===== config.mk =====
export PLATFORM = sky130hd
export DESIGN_NAME = fetch_unit
export DESIGN_NICKNAME = d
export VERILOG_FILES = /design/src/rtl/fetch_unit.sv
export SDC_FILE = /design/constraint.sdc
export NUM_CORES = 1
export LEC_CHECK = 0
export ABC_AREA = 1
export ABC_CLOCK_PERIOD_IN_PS = 3500
export CORE_UTILIZATION = 35
export CTS_BUF_LIST = sky130_fd_sc_hd__clkbuf_16
export DETAILED_ROUTE_END_ITERATION = 12
export PLACE_DENSITY = 0.7
export SLEW_MARGIN = 20
export SYNTH_ARGS = -nofsm -noshare
export SYNTH_HDL_FRONTEND = slang
export SYNTH_SLANG_ARGS = --single-unit

===== constraint.sdc =====
create_clock -name CLK -period 3.5 [get_ports CLK]
set_input_delay 0.7 -clock CLK [delete_from_list [all_inputs] [get_ports CLK]]
set_output_delay 0.7 -clock CLK [all_outputs]
set_load 0.01 [all_outputs]

===== src/rtl/fetch_unit.sv =====
// Fetch stage: owns the PC and issues one instruction-memory read at a time.
// The instruction shown on INSTR_F feeds the F/D register, which captures it
// on the falling edge of CLK. Every cycle without a freshly fetched (or
// stalled) instruction shows the NOP_INSTR bubble.
//
// Handshake: IMEM_REQ is a one-cycle pulse with IMEM_ADDR valid in that same
// cycle; the memory answers with a one-cycle IMEM_VALID pulse (carrying
// IMEM_RDATA) one or more cycles later. At most one read is ever outstanding,
// and IMEM_VALID outside WAIT/DROP is ignored.
module fetch_unit #(
    parameter int               WIDTH     = 32,
    parameter logic [WIDTH-1:0] RESET_PC  = '0,
    parameter logic [WIDTH-1:0] NOP_INSTR = '1
) (
    input  logic             CLK,
    input  logic             CLR,
    input  logic             STALL_F,
    input  logic             BRANCH_TAKEN_E,
    input  logic [WIDTH-1:0] BRANCH_TARGET_E,
    output logic             IMEM_REQ,
    output logic [WIDTH-1:0] IMEM_ADDR,
    input  logic             IMEM_VALID,
    input  logic [WIDTH-1:0] IMEM_RDATA,
    output logic [WIDTH-1:0] INSTR_F,
    output logic [WIDTH-1:0] PCPLUS4_F,
    output logic [WIDTH-1:0] PC_F
);

    typedef enum logic [1:0] {
        S_REQ  = 2'd0,  // issue the read for PC_F this cycle
        S_WAIT = 2'd1,  // read outstanding, data will be shown
        S_HOLD = 2'd2,  // decode stalled, keep showing the captured instruction
        S_DROP = 2'd3   // read outstanding, data belongs to a squashed path
    } state_t;

    state_t           state;
    logic [WIDTH-1:0] pc_plus4;

    // Modulo-2^WIDTH increment; wraps 0xFFFF_FFFC to 0 naturally.
    assign pc_plus4 = PC_F + WIDTH'(4);

    // The request pulse is tied to the REQ state; masked by CLR so the reset
    // state (which is REQ) never shows a request while reset is held.
    assign IMEM_REQ  = (state == S_REQ) && !CLR;
    assign IMEM_ADDR = IMEM_REQ ? PC_F : '0;

    // Fetch FSM: PC, shown instruction and its PC+4; redirect beats stall and data.
    always_ff @(posedge CLK or posedge CLR) begin
        if (CLR) begin
            state     <= S_REQ;
            PC_F      <= RESET_PC;
            INSTR_F   <= NOP_INSTR;
            PCPLUS4_F <= '0;
        end else begin
            // Bubble unless a branch below explicitly shows or holds an instruction.
            INSTR_F <= NOP_INSTR;
            if (BRANCH_TAKEN_E) begin
                PC_F <= BRANCH_TARGET_E;
                case (state)
                    // The read issued this cycle is still in flight.
                    S_REQ:   state <= S_DROP;
                    // If data arrives now the read is finished and simply
                    // discarded; otherwise its reply still has to be drained.
                    S_WAIT:  state <= IMEM_VALID ? S_REQ : S_DROP;
                    S_DROP:  state <= IMEM_VALID ? S_REQ : S_DROP;
                    default: state <= S_REQ;
                endcase
            end else begin
                case (state)
                    S_REQ: state <= S_WAIT;
                    S_WAIT: begin
                        if (IMEM_VALID) begin
                            INSTR_F   <= IMEM_RDATA;
                            PCPLUS4_F <= pc_plus4;
                            if (STALL_F) begin
                                state <= S_HOLD;
                            end else begin
                                PC_F  <= pc_plus4;
                                state <= S_REQ;
                            end
                        end
                    end
                    S_HOLD: begin
                        if (STALL_F) begin
                            INSTR_F <= INSTR_F;
                        end else begin
                            // Instruction already consumed during the stall;
                            // the following REQ cycle shows a bubble.
                            PC_F  <= pc_plus4;
                            state <= S_REQ;
                        end
                    end
                    default: begin
                        if (IMEM_VALID) state <= S_REQ;
                    end
                endcase
            end
        end
    end

endmodule


## Word-level counts from Yosys, hierarchy flattened

Cells that the tools add are included.

- Input bits: 69
- Register bits after elaboration: 98
- Output and inout bits: 129

- Mux-type cells: 17
- Eq/ne operators: 5
- Reduce and logical (&&, ||, !) cells: 9
- Add/subtract/negate cells: 1
- Bitwise operators: 1

Operators by type and width:

| cell | number |
|---|---|
| $mux W32 | 7 |
| $pmux W32 S2 | 2 |
| $add A32 B3 Y32 const B | 1 |
| $mux W2 | 6 |
| $ne A3 B3 Y1 const B | 2 |
| $pmux W2 S3 | 1 |
| $reduce_and A3 Y1 | 2 |
| $eq A2 B2 Y1 const B | 2 |
| $pmux W2 S2 | 1 |
| $reduce_bool A4 Y1 | 1 |
| $reduce_bool A3 Y1 | 1 |
| $eq A2 B1 Y1 const B | 1 |
| $logic_not A2 Y1 | 1 |
| $reduce_and A2 Y1 | 1 |
| $reduce_or A2 Y1 | 1 |
| $logic_and A1 B1 Y1 | 1 |
| $logic_not A1 Y1 | 1 |
| $not A1 Y1 | 1 |

## Depth between registers and ports, before layout

Gate-level depths: netlist of run 1.

- Depth in word-level cells: 5
- Depth in mapped cells: 10
- Depth with buffers taken out: 10

## Worst setup path before layout of run 1

No wires, ideal clock.

- Path type: input to output
- Start: in CLR
- End: out IMEM_ADDR[10]
- Stages on the path: 4
- Required time: 2.800 ns
- Path buffers: 1
- Data arrival time: 1.413 ns
- Setup slack: 1.387 ns
- Path through: nor2_1 inv_1 clkbuf_1 nor2_1

- Longest elaborated chain between the ends: 3

Ends and longest elaborated chain:

| item | RTL line | text |
|---|---|---|
| start: declaration | 16 | `input logic CLR,` |
| $logic_not A1 Y1 (no source line) | -- |  |
| $logic_and A1 B1 Y1 | 44 | `assign IMEM_REQ = (state == S_REQ) && !CLR;` |
| $mux W32 | 45 | `assign IMEM_ADDR = IMEM_REQ ? PC_F : '0;` |
| end: declaration | 21 | `output logic [WIDTH-1:0] IMEM_ADDR,` |

Every way passes these cells.

## Worst setup path after layout of run 1

- Start: in CLR
- End: out IMEM_ADDR[2]

Same word-level chain as after synthesis.

==> results_dict.tcl, run 1 <==
set metrics [dict create \
    period_needed_ns 3.016 \
    critical_path.max_fanout 32 \
    synth_simple_gate_area_share 0.3287 \
    synth_top_flop_cell "dfrtp_1" \
    die_x_um 124.6 \
    detail_route.wirelength_um 16240 \
    synth-async-reset-ratio 1.000 \
    crit_path_top_delay_cell "clkdlybuf4s50_1" \
    synth_warnings 0 \
    synth_top_cells_by_area "dfrtp_1 (31%), nand2_1 (16%), dfstp_2 (16%)" \
    synth_compound_gate_area_share 0.09322 \
    via_count_of_the_first_global_routing_pass 5117 \
    worst_ep_arrival_time_ns 2.32 \
    hold_path_cell_cnt 2 \
    seq_total_area_yosys 0.4737 \
    worstPathRequired_ns 2.80 \
    timing.setup.critical_path_class "in -> out" \
    gr_overflow_total 0 \
    synth_common_cells "nand2_1 (226), nor2_1 (158), inv_1 (77)" \
    layout_cell_share_with_drive_strength_beyond_1 0.07503 \
    dr_total_vias 5295 \
    total_leakage_power_nw 3.291 \
    yosys_register_bits 98 \
    pre_cts_setup_slack_ns 0.4886 \
    port-buffer-count 197 \
    num-nets-final 998 \
    floorplan.initialDensity 0.3606 \
    crit_path_cells "clkdlybuf4s50_1, nor2_1, inv_1, buf_4, nor2_1, clkdlybuf4s50_1" \
    slew_violations 0 \
    n_antenna_cell 0 \
    clock_latency_ns 0.35 \
    track_usage 0.2165 \
    ant_nets 0 \
    synth_top_area_share 0.3139 \
    cts_num_sinks 98 \
    max_cap_viol_count 0 \
    routing_usage_on_met2 0.3458 \
    timing.critical_path.to_type "output pin" \
    clockRootBuffer "clkbuf_16" \
    synth.cell_area_sq_um 5261 \
    gr-max-usage-layer "met2" \
    synth_top_family_by_area "simple AND/OR/NAND/NOR gates" \
    min-delay-path-class "reg -> reg" \
    max_clock_freq_mhz 331.6 \
    pin_count 198 \
    die-height_um 124.6 \
    setup_clock_skew_after_layout_ns 0.008106 \
    max-vdd-ir-drop_mv 0.3418 \
    die-area_sq_um 15530 \
    synth_to_final_area_change_pct 45.75 \
    yosys_cell_types 27 \
    ctsHoldBuffers 0 \
    avgSynthCellArea_sq_um 7.053 \
    placement_rows 44 \
    drc 0 \
    initial_antenna_violation_count 0 \
    clk_pin_slew_worst_paths_ns 0.07 \
    postCtsResizedCells 0 \
    grt_pass1_wl_um 26590 \
    actual_slew_at_the_worst_max_slew_pin_ns 0.8426 \
    synth.most_common_cell "nand2_1" \
    dr.first_iter.drc_count 293 \
    cts_buffers 9 \
    clock_tree_from_tritoncts "built" \
    postSynthNetCount 816 \
    syn-instance-count 746 \
    worst_setup_path_start_kind "primary input" \
    yosys.area.top_type "dfrtp_1" \
    grt_use_met1 0.2848 \
    layout_setup_ws_ns 0.4843 \
    ctsLongestPathBuffers 2 \
    gp_routability_congestion 0.8645 \
    setup_violations 0 \
    finalHoldViolations 0 \
    hpwlAfterDp_um 11480 \
    r2r_cells 8 \
    max_slew_margin 0.4383 \
    synth.area.mux_share 0 \
    grt.met3_usage 0.06314 \
    vias_per_cell 4.740 \
    arithmetic_cell_share_of_the_synthesized_area_counting_full_adders_half_adders_and_majority_gates 0.002378 \
    setup_repair_after_global_routing_missed_its_margin "false" \
    detail_route.first_pass.iterations 5 \
    edff_count_synth 0 \
    power.density_nw_per_um2 719.2 \
    post-cts-setup-buffer-count 0 \
    postPlaceCellArea_sq_um 7365 \
    routed_wire_length_per_instance_um 14.54 \
    final_cell_area_sq_um 7669 \
    placeable_area_sq_um 14590 \
    setup_tns_ns 0 \
    cpPeakStageDelay_ns 0.55 \
    htreeDepth 3 \
    run_status "complete, no violations" \
    grt_max_degree 65 \
    post_synth_xor_area_fraction 0.01165 \
    period_share 0.8616 \
]
[layout make-up]
cell class / instances / area (sq um)
Sequential cell: 98 / 2492
Clock inverter: 6 / 53.80
Inverter: 82 / 311.5
Fill cell: 1455 / 6920
Tap cell: 184 / 230.2
Multi-Input combinational cell: 533 / 2293
Timing Repair Buffer: 204 / 2037
Clock buffer: 10 / 250.2
[registers in the layout (all words and copies together) (netlist names)]
name and flops:
INSTR_F 32, PCPLUS4_F 32, PC_F 32, state 2
[cells in the final DEF (no fill, tap or decap), drive strengths merged]
| master | n |
|---|---|
| a21oi | 7 |
| a31oi | 14 |
| and2 | 2 |
| buf | 7 |
| bufinv | 1 |
| clkbuf | 10 |
| clkdlybuf4s50 | 197 |
| clkinv | 5 |
| clkinvlp | 1 |
| dfrtp | 66 |
| dfstp | 32 |
| ha | 1 |
| inv | 81 |
| nand2 | 231 |
| nand3 | 34 |
| nor2 | 164 |
| nor3 | 2 |
| o211ai | 3 |
| o21ai | 64 |
| o22ai | 4 |
| xor2 | 7 |
[power by group]
part / internal, mW / switching (mW) / total [mW]
combinational: 1.22 / 1.31 / 2.53
clock: 0.589 / 0.441 / 1.03
sequential: 1.54 / 0.414 / 1.96
total: 3.35 / 2.16 / 5.52
[critical path: cells and delay by family]
family,cells,cell delay (ns)
buf+inv,4,1.29
simple gates,2,0.32
[layer usage]
metal / vias up / part of all wire
met2: 216 / 0.45
li1: 2673 / -
met3: 17 / 0.079
met1: 2389 / 0.46
met4: 0 / 0.016
met5: - / 0
[per-stage QoR]
| step | cells | utilization | power [mW] | hold WS, ns |
|---|---|---|---|---|
| 2_1_floorplan | 746 | - | 3.146 | 0.5086 |
| 6_report | 1117 | 0.5256 | 5.515 | 0.4741 |
| 3_3_place_gp | 1101 | 0.5048 | 4.483 | 0.4578 |
| 3_5_place_dp | 1101 | 0.5048 | 4.502 | 0.4607 |
| 4_1_cts | 1117 | 0.5256 | 5.560 | 0.4781 |
| 5_1_grt | 1117 | 0.5256 | 5.919 | 0.5119 |
[cells by family (layout without fill, tap and decap cells)]
kind of cell,count (synthesis),in the layout
adder cells (fa/ha/maj),1,1
XOR/XNOR,7,7
buffers and inverters,115,302
AND/OR/NAND/NOR,433,433
flip-flops,98,98
AO/OA/AOI/OAI,92,92
[path summary, 6_finish.rpt]
check                      slack, ns                        to                startpoint
max                             0.48              IMEM_ADDR[2]                       CLR
min reg2reg                     0.47  PCPLUS4_F[4]$_DFFE_PP0P_  PCPLUS4_F[4]$_DFFE_PP0P_
min                             0.47  PCPLUS4_F[4]$_DFFE_PP0P_  PCPLUS4_F[4]$_DFFE_PP0P_
max reg2reg                     1.66      PC_F[15]$_DFFE_PP0P_      PC_F[11]$_DFFE_PP0P_
max in group asynchronous       1.93      PC_F[29]$_DFFE_PP0P_                       CLR
min in group asynchronous       0.88  PCPLUS4_F[7]$_DFFE_PP0P_                       CLR
Power figures use the tool's default switching activity.
==> inputs of run 2 (changes only) <==
==> constraint.sdc (replaced) <==
create_clock -name CLK -period 3.5 [get_ports CLK]
set_input_delay 0.35 -clock CLK [delete_from_list [all_inputs] [get_ports CLK]]
set_output_delay 0.35 -clock CLK [all_outputs]
set_load 0.01 [all_outputs]
==> results_dict.tcl, run 2 (synthesis gave the netlist of run 1 again) <==
set metrics [dict create \
    cts_num_sinks 98 \
    finalHoldViolations 0 \
    pin_count 198 \
    met3_wirelength_um 1189 \
    worst_ep_arrival_time_ns 2.45 \
    crit_path_cells "inv_1, nand2_1, nor2_1, inv_1, nor2_1, clkdlybuf4s50_1" \
    register_to_register_setup_slack_ns 1.60 \
    placeable_area_sq_um 14590 \
    critical_path.max_fanout 32 \
    setup_clock_skew_after_layout_ns 0.007210 \
    r2r_cells 7 \
    max_slew_margin 0.3169 \
    max-vdd-ir-drop_mv 0.3625 \
    placement_rows 44 \
    clockRootBuffer "clkbuf_16" \
    wirelength_met1_um 7349 \
    clock_latency_ns 0.35 \
    worst_setup_path_start_kind "register" \
    period_needed_ns 2.804 \
    slew_violations 0 \
    detail_route.first_pass.iterations 5 \
    ant_nets 0 \
    fin_util 0.5236 \
    grt_pass1_wl_um 26540 \
    detail_route.wirelength_um 16390 \
    timing.hold.ws_ns 0.4745 \
    layout_cell_share_with_drive_strength_beyond_1 0.07189 \
    hold_path_cell_cnt 2 \
    worst_r2r_endpoint "PCPLUS4_F[5]$_DFFE_PP0P_" \
    n_antenna_cell 0 \
    dr_total_vias 5296 \
    dr.first_iter.drc_count 277 \
    htreeDepth 3 \
    power.density_nw_per_um2 715.9 \
    ctsHoldBuffers 0 \
    setup_tns_ns 0 \
    hpwlAfterDp_um 11690 \
    postCtsResizedCells 0 \
    postPlaceCellArea_sq_um 7357 \
    drc 0 \
    die-height_um 124.6 \
    vias_per_cell 4.746 \
    hp-start "PCPLUS4_F[4]$_DFFE_PP0P_" \
    floorplan.initialDensity 0.3606 \
    worstPathRequired_ns 3.15 \
    gp_routability_congestion 0.8776 \
    layout_setup_ws_ns 0.6962 \
    worst_reg2reg_startpoint "state[0]$_DFFE_PP0P_" \
    cpPeakStageDelay_ns 0.57 \
    clock_tree_from_tritoncts "built" \
    max_cap_viol_count 0 \
    setup_violations 0 \
    routed_wire_length_per_instance_um 14.69 \
    min_delay_worst_endpoint "PCPLUS4_F[4]$_DFFE_PP0P_" \
    actual_slew_at_the_worst_max_slew_pin_ns 1.024 \
    mostFrequentLayoutCell "nand2_1" \
    post-cts-setup-buffer-count 0 \
    port-buffer-count 197 \
    crit_path_top_delay_cell "clkdlybuf4s50_1" \
    route.top_layer_used "met4" \
    ctsLongestPathBuffers 2 \
    clk_pin_slew_worst_paths_ns 0.07 \
    synth_to_final_area_change_pct 45.18 \
    timing.setup.critical_path_class "reg -> out" \
    num-nets-final 997 \
    gr_overflow_total 0 \
    via_count_of_the_first_global_routing_pass 5128 \
    initial_antenna_violation_count 0 \
    grt_max_degree 55 \
    dr_wl_met2_um 7498 \
    final_cell_area_sq_um 7639 \
    max_clock_freq_mhz 356.7 \
    timing.critical_path.to_type "output pin" \
    pre_cts_setup_slack_ns 0.7954 \
    period_share 0.8011 \
    cts_buffers 9 \
    track_usage 0.2145 \
    run_status "complete, no violations" \
    die-area_sq_um 15530 \
    layout_common_cells "nand2_1 (226), clkdlybuf4s50_1 (197), nor2_1 (158)" \
    setup_repair_after_global_routing_missed_its_margin "false" \
    die_x_um 124.6 \
    min-delay-path-class "reg -> reg" \
    registers_with_the_most_flip_flops "INSTR_F: 32 flops, PCPLUS4_F: 32 flops, PC_F: 32 flops" \
    total_leakage_power_nw 3.287 \
]
[run 2: changes by cell type in the layout (fill, tap and decap cells not counted), sizes merged]
cell,delta
buf,-1
clkbuf,-1
clkinv,-3
inv,+4
[run 2: final cells by class]
| class | instances | area, sq um |
|---|---|---|
| Tap cell | 184 | 230.2 |
| Timing Repair Buffer | 203 | 2029 |
| Inverter | 82 | 311.5 |
| Clock buffer | 9 | 225.2 |
| Fill cell | 1383 | 6950 |
| Multi-Input combinational cell | 533 | 2293 |
| Sequential cell | 98 | 2492 |
| Clock inverter | 7 | 56.30 |
[run 2: power breakdown]
part	internal [mW]	switching, mW	total (mW)
Combinational	1.22	1.32	2.54
Sequential	1.54	0.414	1.96
Clock	0.542	0.429	0.972
Total	3.30	2.17	5.47
[run 2: per-stage QoR]
stage	power (mW)	instances
after floorplan	3.146	746
after global placement	4.480	1100
after detailed placement	4.509	1100
after CTS	5.511	1116
after global routing	5.855	1116
final	5.468	1116
[run 2: how the worst max path moves through the flow]
stage / from / to / slack, ns / cells past startpoint
after global placement: CLR / IMEM_ADDR[25] / 0.89 / 5
after global routing: state[1]$_DFFE_PP0P_ / IMEM_ADDR[11] / 0.50 / 6
after detailed placement: CLR / IMEM_ADDR[11] / 0.80 / 5
final: state[1]$_DFFE_PP0P_ / IMEM_ADDR[11] / 0.70 / 6
after floorplan: CLR / PCPLUS4_F[0]$_DFFE_PP0P_ / 0.64 / 1
after CTS: state[1]$_DFFE_PP0P_ / IMEM_ADDR[11] / 0.67 / 6
[run 2: critical path, delay by kind of cell, from the launching register on]
kind                   cells  cell delay [ns]
DFF                        1             0.43
buffers and inverters      3             1.15
and+or+nand+nor            3             0.52
[run 2: per-layer routing]
| layer | global-route usage | up-vias |
|---|---|---|
| li1 | - | 2667 |
| met1 | 0.2826 | 2394 |
| met2 | 0.3448 | 213 |
| met3 | 0.04424 | 22 |
| met4 | 0.08221 | 0 |
| met5 | 0 | - |
